$ cat src/rtl/sap1_controller.sv
// SAP-1 control sequencer: a one-hot T1..T6 ring plus an opcode decoder that
// drives the active-low load/enable pins of the datapath registers.
module sap1_controller (
   input  logic       clk,
   input  logic       rst,
   input  logic       run,
   input  logic [3:0] opcode,
   output logic       pc_inc,
   output logic       pc_en_n,
   output logic       mar_load_n,
   output logic       ram_en_n,
   output logic       ir_load_n,
   output logic       ir_en_n,
   output logic       a_load_n,
   output logic       a_en_n,
   output logic       b_load_n,
   output logic       alu_en_n,
   output logic       alu_sub,
   output logic       out_load_n,
   output logic       halted,
   output logic [5:0] t_state
);

   typedef enum logic [5:0] {
      T1 = 6'b000001,
      T2 = 6'b000010,
      T3 = 6'b000100,
      T4 = 6'b001000,
      T5 = 6'b010000,
      T6 = 6'b100000
   } t_state_e;

   localparam logic [3:0] OP_LDA = 4'b0000;
   localparam logic [3:0] OP_ADD = 4'b0001;
   localparam logic [3:0] OP_SUB = 4'b0010;
   localparam logic [3:0] OP_OUT = 4'b1110;
   localparam logic [3:0] OP_HLT = 4'b1111;

   t_state_e state_q, state_d;
   logic     halted_q, halted_d;

   // run is a plain advance qualifier: the ring steps on every edge where
   // run=1 and nothing is halted; there is no handshake back to the source.
   always_comb begin
      state_d  = state_q;
      halted_d = halted_q;
      if (rst) begin
         state_d  = T1;
         halted_d = 1'b0;
      end else if (!halted_q && run) begin
         case (state_q)
            T1:      state_d = T2;
            T2:      state_d = T3;
            T3:      state_d = T4;
            T4:      state_d = T5;
            T5:      state_d = T6;
            T6:      state_d = T1;
            default: state_d = T1;
         endcase
         if (state_q == T4 && opcode == OP_HLT) halted_d = 1'b1;
      end
   end

   always_ff @(posedge clk) begin
      state_q  <= state_d;
      halted_q <= halted_d;
   end

   assign t_state = state_q;
   assign halted  = halted_q;

   // Reset and halt both force the inactive word so no pulse leaks out.
   always_comb begin
      pc_inc     = 1'b0;
      pc_en_n    = 1'b1;
      mar_load_n = 1'b1;
      ram_en_n   = 1'b1;
      ir_load_n  = 1'b1;
      ir_en_n    = 1'b1;
      a_load_n   = 1'b1;
      a_en_n     = 1'b1;
      b_load_n   = 1'b1;
      alu_en_n   = 1'b1;
      alu_sub    = 1'b0;
      out_load_n = 1'b1;
      if (!rst && !halted_q) begin
         case (state_q)
            T1: begin
               pc_en_n    = 1'b0;
               mar_load_n = 1'b0;
            end
            T2: pc_inc = 1'b1;
            T3: begin
               ram_en_n  = 1'b0;
               ir_load_n = 1'b0;
            end
            T4: begin
               if (opcode == OP_LDA || opcode == OP_ADD || opcode == OP_SUB) begin
                  ir_en_n    = 1'b0;
                  mar_load_n = 1'b0;
               end else if (opcode == OP_OUT) begin
                  a_en_n     = 1'b0;
                  out_load_n = 1'b0;
               end
            end
            T5: begin
               if (opcode == OP_LDA) begin
                  ram_en_n = 1'b0;
                  a_load_n = 1'b0;
               end else if (opcode == OP_ADD || opcode == OP_SUB) begin
                  ram_en_n = 1'b0;
                  b_load_n = 1'b0;
                  alu_sub  = (opcode == OP_SUB);
               end
            end
            T6: begin
               if (opcode == OP_ADD || opcode == OP_SUB) begin
                  alu_en_n = 1'b0;
                  a_load_n = 1'b0;
                  alu_sub  = (opcode == OP_SUB);
               end
            end
            default: ;
         endcase
      end
   end

   bus_exclusive_a: assert property (@(posedge clk)
      $onehot0({~pc_en_n, ~ram_en_n, ~ir_en_n, ~a_en_n, ~alu_en_n}));

endmodule

$ cat config.mk
export PLATFORM = sky130hd
export DESIGN_NAME = sap1_controller
export DESIGN_NICKNAME = d
export VERILOG_FILES = /design/src/rtl/sap1_controller.sv
export SDC_FILE = /design/constraint.sdc
export NUM_CORES = 1
export LEC_CHECK = 0
export BUFFER_PORTS_ARGS = -buffer_cell sky130_fd_sc_hd__buf_2
export CAP_MARGIN = 0
export CORE_MARGIN = 1.5
export CORE_UTILIZATION = 23
export CTS_BUF_LIST = sky130_fd_sc_hd__clkbuf_16
export DETAILED_ROUTE_END_ITERATION = 10
export HOLD_SLACK_MARGIN = 0.15
export PLACE_DENSITY = 0.43
export SLEW_MARGIN = 30
export SYNTH_ARGS = -nofsm -noshare
export SYNTH_HDL_FRONTEND = slang
export SYNTH_SLANG_ARGS = --single-unit
$ cat constraint.sdc
create_clock -name clk -period 4 [get_ports clk]
set_input_delay 0.8 -clock clk [delete_from_list [all_inputs] [get_ports clk]]
set_output_delay 0.8 -clock clk [all_outputs]
set_load 0.03 [all_outputs]
==> results.yml, run 1 <==
clock_tree:
  cts_made_buffers: 3
  clk_path_buf_depth: 2
  post_cts_buffers: 0
  cts_tree: "yes"
  clk_pin_slew_ns: 0.04
  clock_sink_count: 7
  clockRootBuffer: "clkbuf_16"
  cts_hold_buf: 0
  cts_resized: 0
  insertion_delay_ns: 0.23
  cts_htree_levels: 1
sta:
  worst_slew_pin_slew_ns: 0.549
  fmax_mhz: 336
  post-route-min-period_ns: 2.97
  hold_viol_final: 0
  rsz0062_at_grt: "no"
  setup_violations: 0
  drv_slew: 0
  fin_setup_tns_ns: 0
  skew_ns: 0.00163
  min_period_over_period: 0.744
  relSlewSlack: 0.633
synth:
  synth_fp_nets: 79
  avgSynthCellArea_um2: 7.35
  yosysTopAreaCellShare: 0.265
  yosysMostFrequentCell: "nand2_1"
  ys_ff_latch: 7
  synth_area_um2: 529
  synth_cell_type_count: 28
  yosysWarnings: 0
  synth_area_leader_cell: "dfxtp_1"
  synth-async-reset-ratio: 0
  synthTopCellsByArea: "dfxtp_1 26%, nand2_1 11%, a21oi_1 7.6%"
  synth_cells: 72
  synth_seq_area_share: 0.265
  synthTopCellsByCount: "15 x nand2_1, 8 x a21oi_1, 7 x dfxtp_1"
  synth-edff-count: 0
  synthFlopType: "dfxtp_1"
worst_setup_path:
  worst-path-max-fanout: 10
  cp.arrival_ns: 2.17
  crit_type: "reg -> out"
  worst_r2r_endpoint: "halted"
  critPathCapture: "mar_load_n"
  critPathLaunchType: "flop"
  regToRegSetupSlack_ns: 2.19
  critPathRequiredTime_ns: 3.20
  reg2reg_depth: 4
  r2r-start: "t_state[4]"
  endpoint_kind: "output pin"
  crit_path_start: "t_state[4]"
die:
  die_w_um: 51.0
  rows: 17
  core_area_mm2: 0.00219
  die-area_mm2: 0.00260
  die_height_um: 51.0
  io_pins: 26
  start_util: 0.242
route:
  drt-total-wl_um: 1490
  drtAntennaViolNets: 0
  drtIter0Drc: 15
  routedWlPerCell_um: 11.8
  dr_total_vias: 629
  first_pass_iters: 4
  drc: 0
  vias_per_cell: 4.99
flow_run:
  max-cap-violations: 0
cells_and_area:
  fin_nets: 106
  drive_above_1_share: 0.327
  area_growth_pct: 40.9
  final_util: 0.340
  fill_cells: 243
  diodes: 0
placed_design:
  io_buffers: 25
  place_congestion: 0.766
  dp_hpwl_um: 1140
global_routing:
  grt_overflow_total: 0
  grt_pass1_wl_um: 2450
  grt_max_degree: 11
  use_met3: 0.0175
  use_met2: 0.219
  grt_busiest_layer: "met2"
  grt_usage: 0.122
  use_met1: 0.138
  grt_pass1_vias: 566
  antenna_found_initial: 0
power_and_ir_drop:
  p_per_area_mw_per_mm2: 377
  vdd_drop_max_mv: 0.183
  p_leak_uw: 0.000307
worst_hold_path:
  hold_start: "t_state[5]"
  min_path_type: "reg -> reg"
run_status:
  status: "completed"
[how the worst min path moves through the flow]
| stage | slack (ns) | end | cells past startpoint |
|---|---|---|---|
| after floorplan | 0.63 | t_state[5] | 2 |
| after global placement | 0.52 | t_state[5] | 2 |
| after detailed placement | 0.53 | t_state[5] | 2 |
| after CTS | 0.54 | t_state[5] | 2 |
| after global routing | 0.58 | t_state[5] | 2 |
| final | 0.53 | t_state[5] | 2 |
[critical path, cell delays in order (launching register included)]
cell and delay (ns):
dfxtp_1 0.37, or4_1 0.55, nor3b_1 0.50, and3b_1 0.25, o21ai_0 0.07, buf_2 0.20
[cell type report]
| cell class | count | area [um^2] | area share |
|---|---|---|---|
| clock buffers | 3 | 75.1 | 0.101 |
| clock inverters | 1 | 3.75 | 0.00503 |
| repair buffers | 25 | 125 | 0.168 |
| flip-flops and latches | 7 | 140 | 0.188 |
| multi-input cells | 62 | 367 | 0.492 |
| well taps | 28 | 35.0 | 0.0470 |
[where the power goes]
group / leakage [uW] / internal, uW / total, uW / switching [uW]
Combinational: 0.000208 / 13.9 / 39.1 / 25.2
Clock: 0.0000423 / 130 / 166 / 36.1
Sequential: 0.0000569 / 72.2 / 76.3 / 4.08
Total: 0.000307 / 216 / 281 / 65.4
[stage by stage]
| stage | total power, uW | instance area [um^2] | worst slack [ns] | instances | hold slack [ns] |
|---|---|---|---|---|---|
| 6_report | 281 | 746 | 1.03 | 126 | 0.535 |
| 5_1_grt | 290 | 746 | 0.873 | 126 | 0.583 |
| 4_1_cts | 282 | 746 | 1.03 | 126 | 0.536 |
| 3_5_place_dp | 116 | 667 | 1.25 | 122 | 0.531 |
| 3_3_place_gp | 117 | 667 | 1.29 | 122 | 0.524 |
| 2_1_floorplan | 103 | 529 | 0.919 | 72 | 0.628 |
[state kept, by name, indices dropped and copies added, names as in the netlist]
name and count:
halted 1, t_state 6
[per-layer routing]
metal,share of wire,vias to the layer above
li1,-,314
met1,0.43,297
met2,0.52,13
met3,0.026,5
met4,0.023,0
met5,0,-
[kinds of logic (layout without fill, tap and decap cells)]
kind of cell / after synthesis / after routing / synth area share
compound gates: 15 / 15 / 0.168
xor+xnor: 1 / 1 / 0.0166
buf+inv: 3 / 29 / 0.0426
flops: 7 / 7 / 0.265
simple gates: 46 / 46 / 0.508
[placed cells by master (no fill, tap or decap)]
master and instances:
a211oi_1 2, a21oi_1 8, a41oi_1 1, and2_1 2
and3_1 1, and3b_1 1, buf_2 25, clkbuf_16 3
dfxtp_1 7, inv_1 1, nand2_1 15, nand2b_1 4
nand4_1 1, nor2_1 5, nor2b_1 1, nor3_1 3
nor3b_1 5, nor4_2 1, nor4b_1 2, o21ai_0 1
o21ai_1 1, o21bai_1 1, o31ai_1 1, or3b_2 1
or3b_4 1, or4_1 2, or4_4 1, xor2_1 1
(Power assumes the default switching activity.)
==> run 2, diff against run 1 <==
--- a/config.mk
+++ b/config.mk
@@ -12,7 +12,7 @@
 export CTS_BUF_LIST = sky130_fd_sc_hd__clkbuf_16
 export DETAILED_ROUTE_END_ITERATION = 10
 export HOLD_SLACK_MARGIN = 0.15
-export PLACE_DENSITY = 0.43
+export PLACE_DENSITY = 0.44
 export SLEW_MARGIN = 30
 export SYNTH_ARGS = -nofsm -noshare
 export SYNTH_HDL_FRONTEND = slang
==> constraint.sdc (replaced) <==
create_clock -name clk -period 2.63 [get_ports clk]
set_input_delay 0.526 -clock clk [delete_from_list [all_inputs] [get_ports clk]]
set_output_delay 0.526 -clock clk [all_outputs]
set_load 0.03 [all_outputs]
==> run 2 against run 1 <==
Final cell count increased by 2.4%. Clock skew decreased by 0.00070 ns. Die area unchanged. Highest routed layer is now met3. Critical path depth unchanged. Critical path type unchanged.
==> results.yml, run 2 (same netlist as run 1, synthesis figures left out) <==
worst_setup_path:
  cp.arrival_ns: 2.03
  regToRegSetupSlack_ns: 0.89
  worst_r2r_endpoint: "t_state[3]"
  critPathCapture: "ram_en_n"
  worst-path-max-fanout: 9
  critPathLaunchType: "flop"
  crit_type: "reg -> out"
  endpoint_kind: "output pin"
  crit_path_start: "t_state[2]"
  reg2reg_depth: 5
  r2r-start: "t_state[0]"
  critPathRequiredTime_ns: 2.10
route:
  drc: 0
  drtIter0Drc: 6
  vias_per_cell: 4.60
  dr_total_vias: 594
  drt-total-wl_um: 1480
  first_pass_iters: 3
  routedWlPerCell_um: 11.5
  drtAntennaViolNets: 0
global_routing:
  grt_max_degree: 11
  grt_pass1_wl_um: 2350
  grt_usage: 0.117
  antenna_found_initial: 0
  grt_overflow_total: 0
  grt_pass1_vias: 519
sta:
  setup_violations: 0
  drv_slew: 0
  fin_setup_tns_ns: 0
  min_period_over_period: 0.971
  worst_slew_pin_slew_ns: 0.451
  post-route-min-period_ns: 2.55
  skew_ns: 0.000929
  hold_viol_final: 0
  relSlewSlack: 0.699
  fmax_mhz: 392
cells_and_area:
  mostFrequentLayoutCells: "23 x buf_2, 15 x nand2_1, 8 x a21oi_1, 5 x nor2_1, 5 x buf_4"
  area_growth_pct: 49.2
  multi_input_area_um2: 379
  diodes: 0
  fin_nets: 109
  fill_cells: 241
  largest_reg_flops: 6
  final_util: 0.360
  final_common_cell: "buf_2"
  regArea_um2: 144
  drive_above_1_share: 0.396
power_and_ir_drop:
  p_leak_uw: 0.000328
  vdd_drop_max_mv: 0.254
  p_per_area_mw_per_mm2: 550
clock_tree:
  clk_path_buf_depth: 2
  cts_htree_levels: 1
  cts_tree: "yes"
  clock_sink_count: 7
  post_cts_buffers: 0
  cts_made_buffers: 3
  insertion_delay_ns: 0.23
  clk_pin_slew_ns: 0.04
  cts_hold_buf: 0
  clockRootBuffer: "clkbuf_16"
die:
  io_pins: 26
  die-area_mm2: 0.00260
  rows: 17
  start_util: 0.242
  die_w_um: 51.0
  die_height_um: 51.0
  core_area_mm2: 0.00219
placed_design:
  place_congestion: 0.741
  dp_hpwl_um: 1190
  io_buffers: 25
worst_hold_path:
  min_path_type: "reg -> reg"
flow_run:
  max-cap-violations: 0
run_status:
  status: "completed"
[run 2: changes by cell type in the layout (fill, tap and decap cells not counted), sizes merged]
cell	delta
buf	+3
[run 2: stage by stage]
step                      total power, uW  setup slack [ns]  hold slack (ns)  std cells  cell area [um^2]
after floorplan                       158             0.102            0.628         72               539
after CTS                             439           0.00371            0.566        129               781
after detailed placement              182             0.217            0.559        125               699
after global routing                  457           -0.0314            0.528        129               790
final                                 435            0.0761            0.508        129               790
after global placement                182             0.232            0.551        125               699
[run 2: how the worst min path moves through the flow]
stage                 endpoint  cells past startpoint  startpoint  slack (ns)
global route        t_state[2]                      2  t_state[2]        0.53
global placement    t_state[5]                      2  t_state[5]        0.55
detailed placement  t_state[5]                      2  t_state[5]        0.56
finish              t_state[2]                      2  t_state[2]        0.51
CTS                 t_state[5]                      2  t_state[5]        0.57
floorplan           t_state[1]                      2  t_state[1]        0.63
[run 2: timing repair]
| action | CTS | global route |
|---|---|---|
| cloned | 0 | 0 |
| setup endpoints to repair | 1 | 4 |
| endpoints found under the hold margin | 0 | 0 |
| gates resized for setup | 1 | 6 |
[run 2: report_power, final]
| group | switching [uW] | internal, uW | total [uW] |
|---|---|---|---|
| sequential | 2.19 | 110 | 112 |
| combinational | 42.8 | 25.5 | 68.4 |
| clock | 56.5 | 198 | 254 |
[run 2: layout make-up]
cell class                 instances  share of cell area
multi-input combinational         62               0.480
timing repair buffer              28               0.193
sequential                         7               0.182
clock buffer                       3              0.0951
tap                               28              0.0444
clock inverter                     1             0.00475
[run 2: worst max-delay path: stages, from the launching register on]
cell     delay (ns)
dfxtp_2        0.35
or4_4          0.53
or3b_4         0.41
nor4_2         0.22
o21ai_1        0.10
buf_4          0.19
[run 2: metal layers]
metal / vias up / part of all wire / global-route usage
li1: 319 / - / -
met5: - / 0 / 0
met4: 0 / 0 / 0.0405
met2: 4 / 0.51 / 0.195
met1: 271 / 0.48 / 0.154
met3: 0 / 0.010 / 0.0175
==> run 3, diff against run 2 <==
--- a/config.mk
+++ b/config.mk
@@ -5,7 +5,7 @@
 export SDC_FILE = /design/constraint.sdc
 export NUM_CORES = 1
 export LEC_CHECK = 0
-export BUFFER_PORTS_ARGS = -buffer_cell sky130_fd_sc_hd__buf_2
+export BUFFER_PORTS_ARGS = -buffer_cell sky130_fd_sc_hd__buf_4
 export CAP_MARGIN = 0
 export CORE_MARGIN = 1.5
 export CORE_UTILIZATION = 23
@@ -13,6 +13,7 @@
 export DETAILED_ROUTE_END_ITERATION = 10
 export HOLD_SLACK_MARGIN = 0.15
 export PLACE_DENSITY = 0.44
+export REMOVE_ABC_BUFFERS = 1
 export SLEW_MARGIN = 30
 export SYNTH_ARGS = -nofsm -noshare
 export SYNTH_HDL_FRONTEND = slang
==> run 3 against run 2 <==
Largest cell class unchanged. Critical endpoint is now a_load_n. Worst hold slack improved by 0.0067 ns. Sequential share of layout area fell by 1.3 points. Utilization rose by 2.9 points. Clock skew rose by 0.0016 ns. Final cell count rose by 0.78%. Routed wire length rose by 1.1%. Highest routed layer is now met4. Combinational power rose by 6.1%. Global-route usage rose by 1.0 points. Critical path depth did not move.
==> results.yml, run 3 (same netlist as run 1, synthesis figures left out) <==
cells_and_area:
  drive_above_1_share: 0.412
  fill_cells: 218
  mostFrequentLayoutCells: "29 x buf_4, 15 x nand2_1, 8 x a21oi_1, 5 x nor2_1, 5 x nor3b_1"
  area_growth_pct: 61.0
  stdcell_area_um2: 852
  largest_reg_flops: 6
  diodes: 0
  final_util: 0.389
  fin_nets: 110
  final_common_cell: "buf_4"
route:
  drc: 0
  drt-total-wl_um: 1500
  drtIter0Drc: 9
  vias_per_cell: 4.65
  first_pass_iters: 4
  dr_total_vias: 604
  routedWlPerCell_um: 11.5
  drtAntennaViolNets: 0
worst_setup_path:
  worst_r2r_endpoint: "halted"
  reg2reg_depth: 5
  endpoint_kind: "output pin"
  crit_type: "reg -> out"
  critPathCapture: "a_load_n"
  regToRegSetupSlack_ns: 1.04
  cp.arrival_ns: 2.02
  crit_path_start: "t_state[4]"
  critPathLaunchType: "flop"
  critPathRequiredTime_ns: 2.10
  worst-path-max-fanout: 10
  r2r-start: "t_state[4]"
placed_design:
  io_buffers: 25
  place_congestion: 0.734
  dp_hpwl_um: 1170
  place_area_um2: 759
  dp_slack_ns: 0.257
global_routing:
  grt_overflow_total: 0
  grt_pass1_vias: 539
  grt_pass1_wl_um: 2530
  grt_usage: 0.128
  grt_max_degree: 11
  antenna_found_initial: 0
clock_tree:
  cts_tree: "yes"
  cts_hold_buf: 0
  clock_sink_count: 7
  clockRootBuffer: "clkbuf_16"
  clk_path_buf_depth: 2
  clk_pin_slew_ns: 0.04
  cts_made_buffers: 3
  cts_htree_levels: 1
  insertion_delay_ns: 0.23
power_and_ir_drop:
  p_leak_uw: 0.000353
  vdd_drop_max_mv: 0.463
  p_per_area_mw_per_mm2: 524
sta:
  relSlewSlack: 0.724
  setup_violations: 0
  min_period_over_period: 0.967
  setup_ws_ns: 0.0860
  fmax_mhz: 393
  post-route-min-period_ns: 2.54
  worst_slew_pin_slew_ns: 0.413
  hold_viol_final: 0
  rsz0062_at_grt: "no"
  fin_setup_tns_ns: 0
  drv_slew: 0
  skew_ns: 0.00252
die:
  io_pins: 26
  die_w_um: 51.0
  start_util: 0.242
  die-area_mm2: 0.00260
  die_height_um: 51.0
  rows: 17
  core_area_mm2: 0.00219
flow_run:
  max-cap-violations: 0
worst_hold_path:
  min_path_type: "reg -> reg"
run_status:
  status: "completed"
run 3: changes by cell type in the layout (fill, tap and decap cells not counted), sizes merged:
| cell | delta |
|---|---|
| buf | +1 |
| clkinv | +1 |
| inv | -1 |
run 3: stage by stage:
stage	instances	total power, uW	hold WS (ns)
final	130	446	0.515
after CTS	130	452	0.533
after global routing	130	469	0.545
after floorplan	69	155	0.595
after detailed placement	126	187	0.539
after global placement	126	188	0.541
run 3: worst min-delay path by stage:
| stage | start | end | slack [ns] | cells after the start |
|---|---|---|---|---|
| finish | t_state[4] | t_state[4] | 0.51 | 2 |
| global placement | t_state[5] | t_state[5] | 0.54 | 2 |
| global route | rst | t_state[5] | 0.55 | 2 |
| floorplan | rst | t_state[1] | 0.60 | 1 |
| detailed placement | t_state[5] | t_state[5] | 0.54 | 2 |
| CTS | rst | t_state[5] | 0.53 | 2 |
run 3: area by class of cell:
cell class | instances | area (um^2) | share of cell area
clock inverters | 1 | 5.00 | 0.00587
clock buffers | 3 | 75.1 | 0.0881
multi-input cells | 62 | 375 | 0.441
well taps | 28 | 35.0 | 0.0411
repair buffers | 29 | 218 | 0.256
flip-flops and latches | 7 | 144 | 0.169
run 3: metal layers:
layer,global-route usage,part of all wire
met1,0.166,0.44
met3,0.0263,0.026
met5,0,0
met4,0.0541,0.015
met2,0.203,0.52
run 3: power by group:
part | total (uW) | internal, uW | switching (uW)
clock | 259 | 200 | 59.2
combinational | 72.6 | 31.5 | 41.1
sequential | 115 | 110 | 4.63
run 3: repair_timing:
item	4_1_cts	5_1_grt
setup endpoints to repair	0	2
resized for setup	0	5
setup buffers	0	0
run 3: critical path: stages, from the launching register on:
cell	delay, ns
dfxtp_2	0.35
or4_4	0.54
or3b_2	0.49
a21oi_1	0.14
o21bai_1	0.09
buf_4	0.17
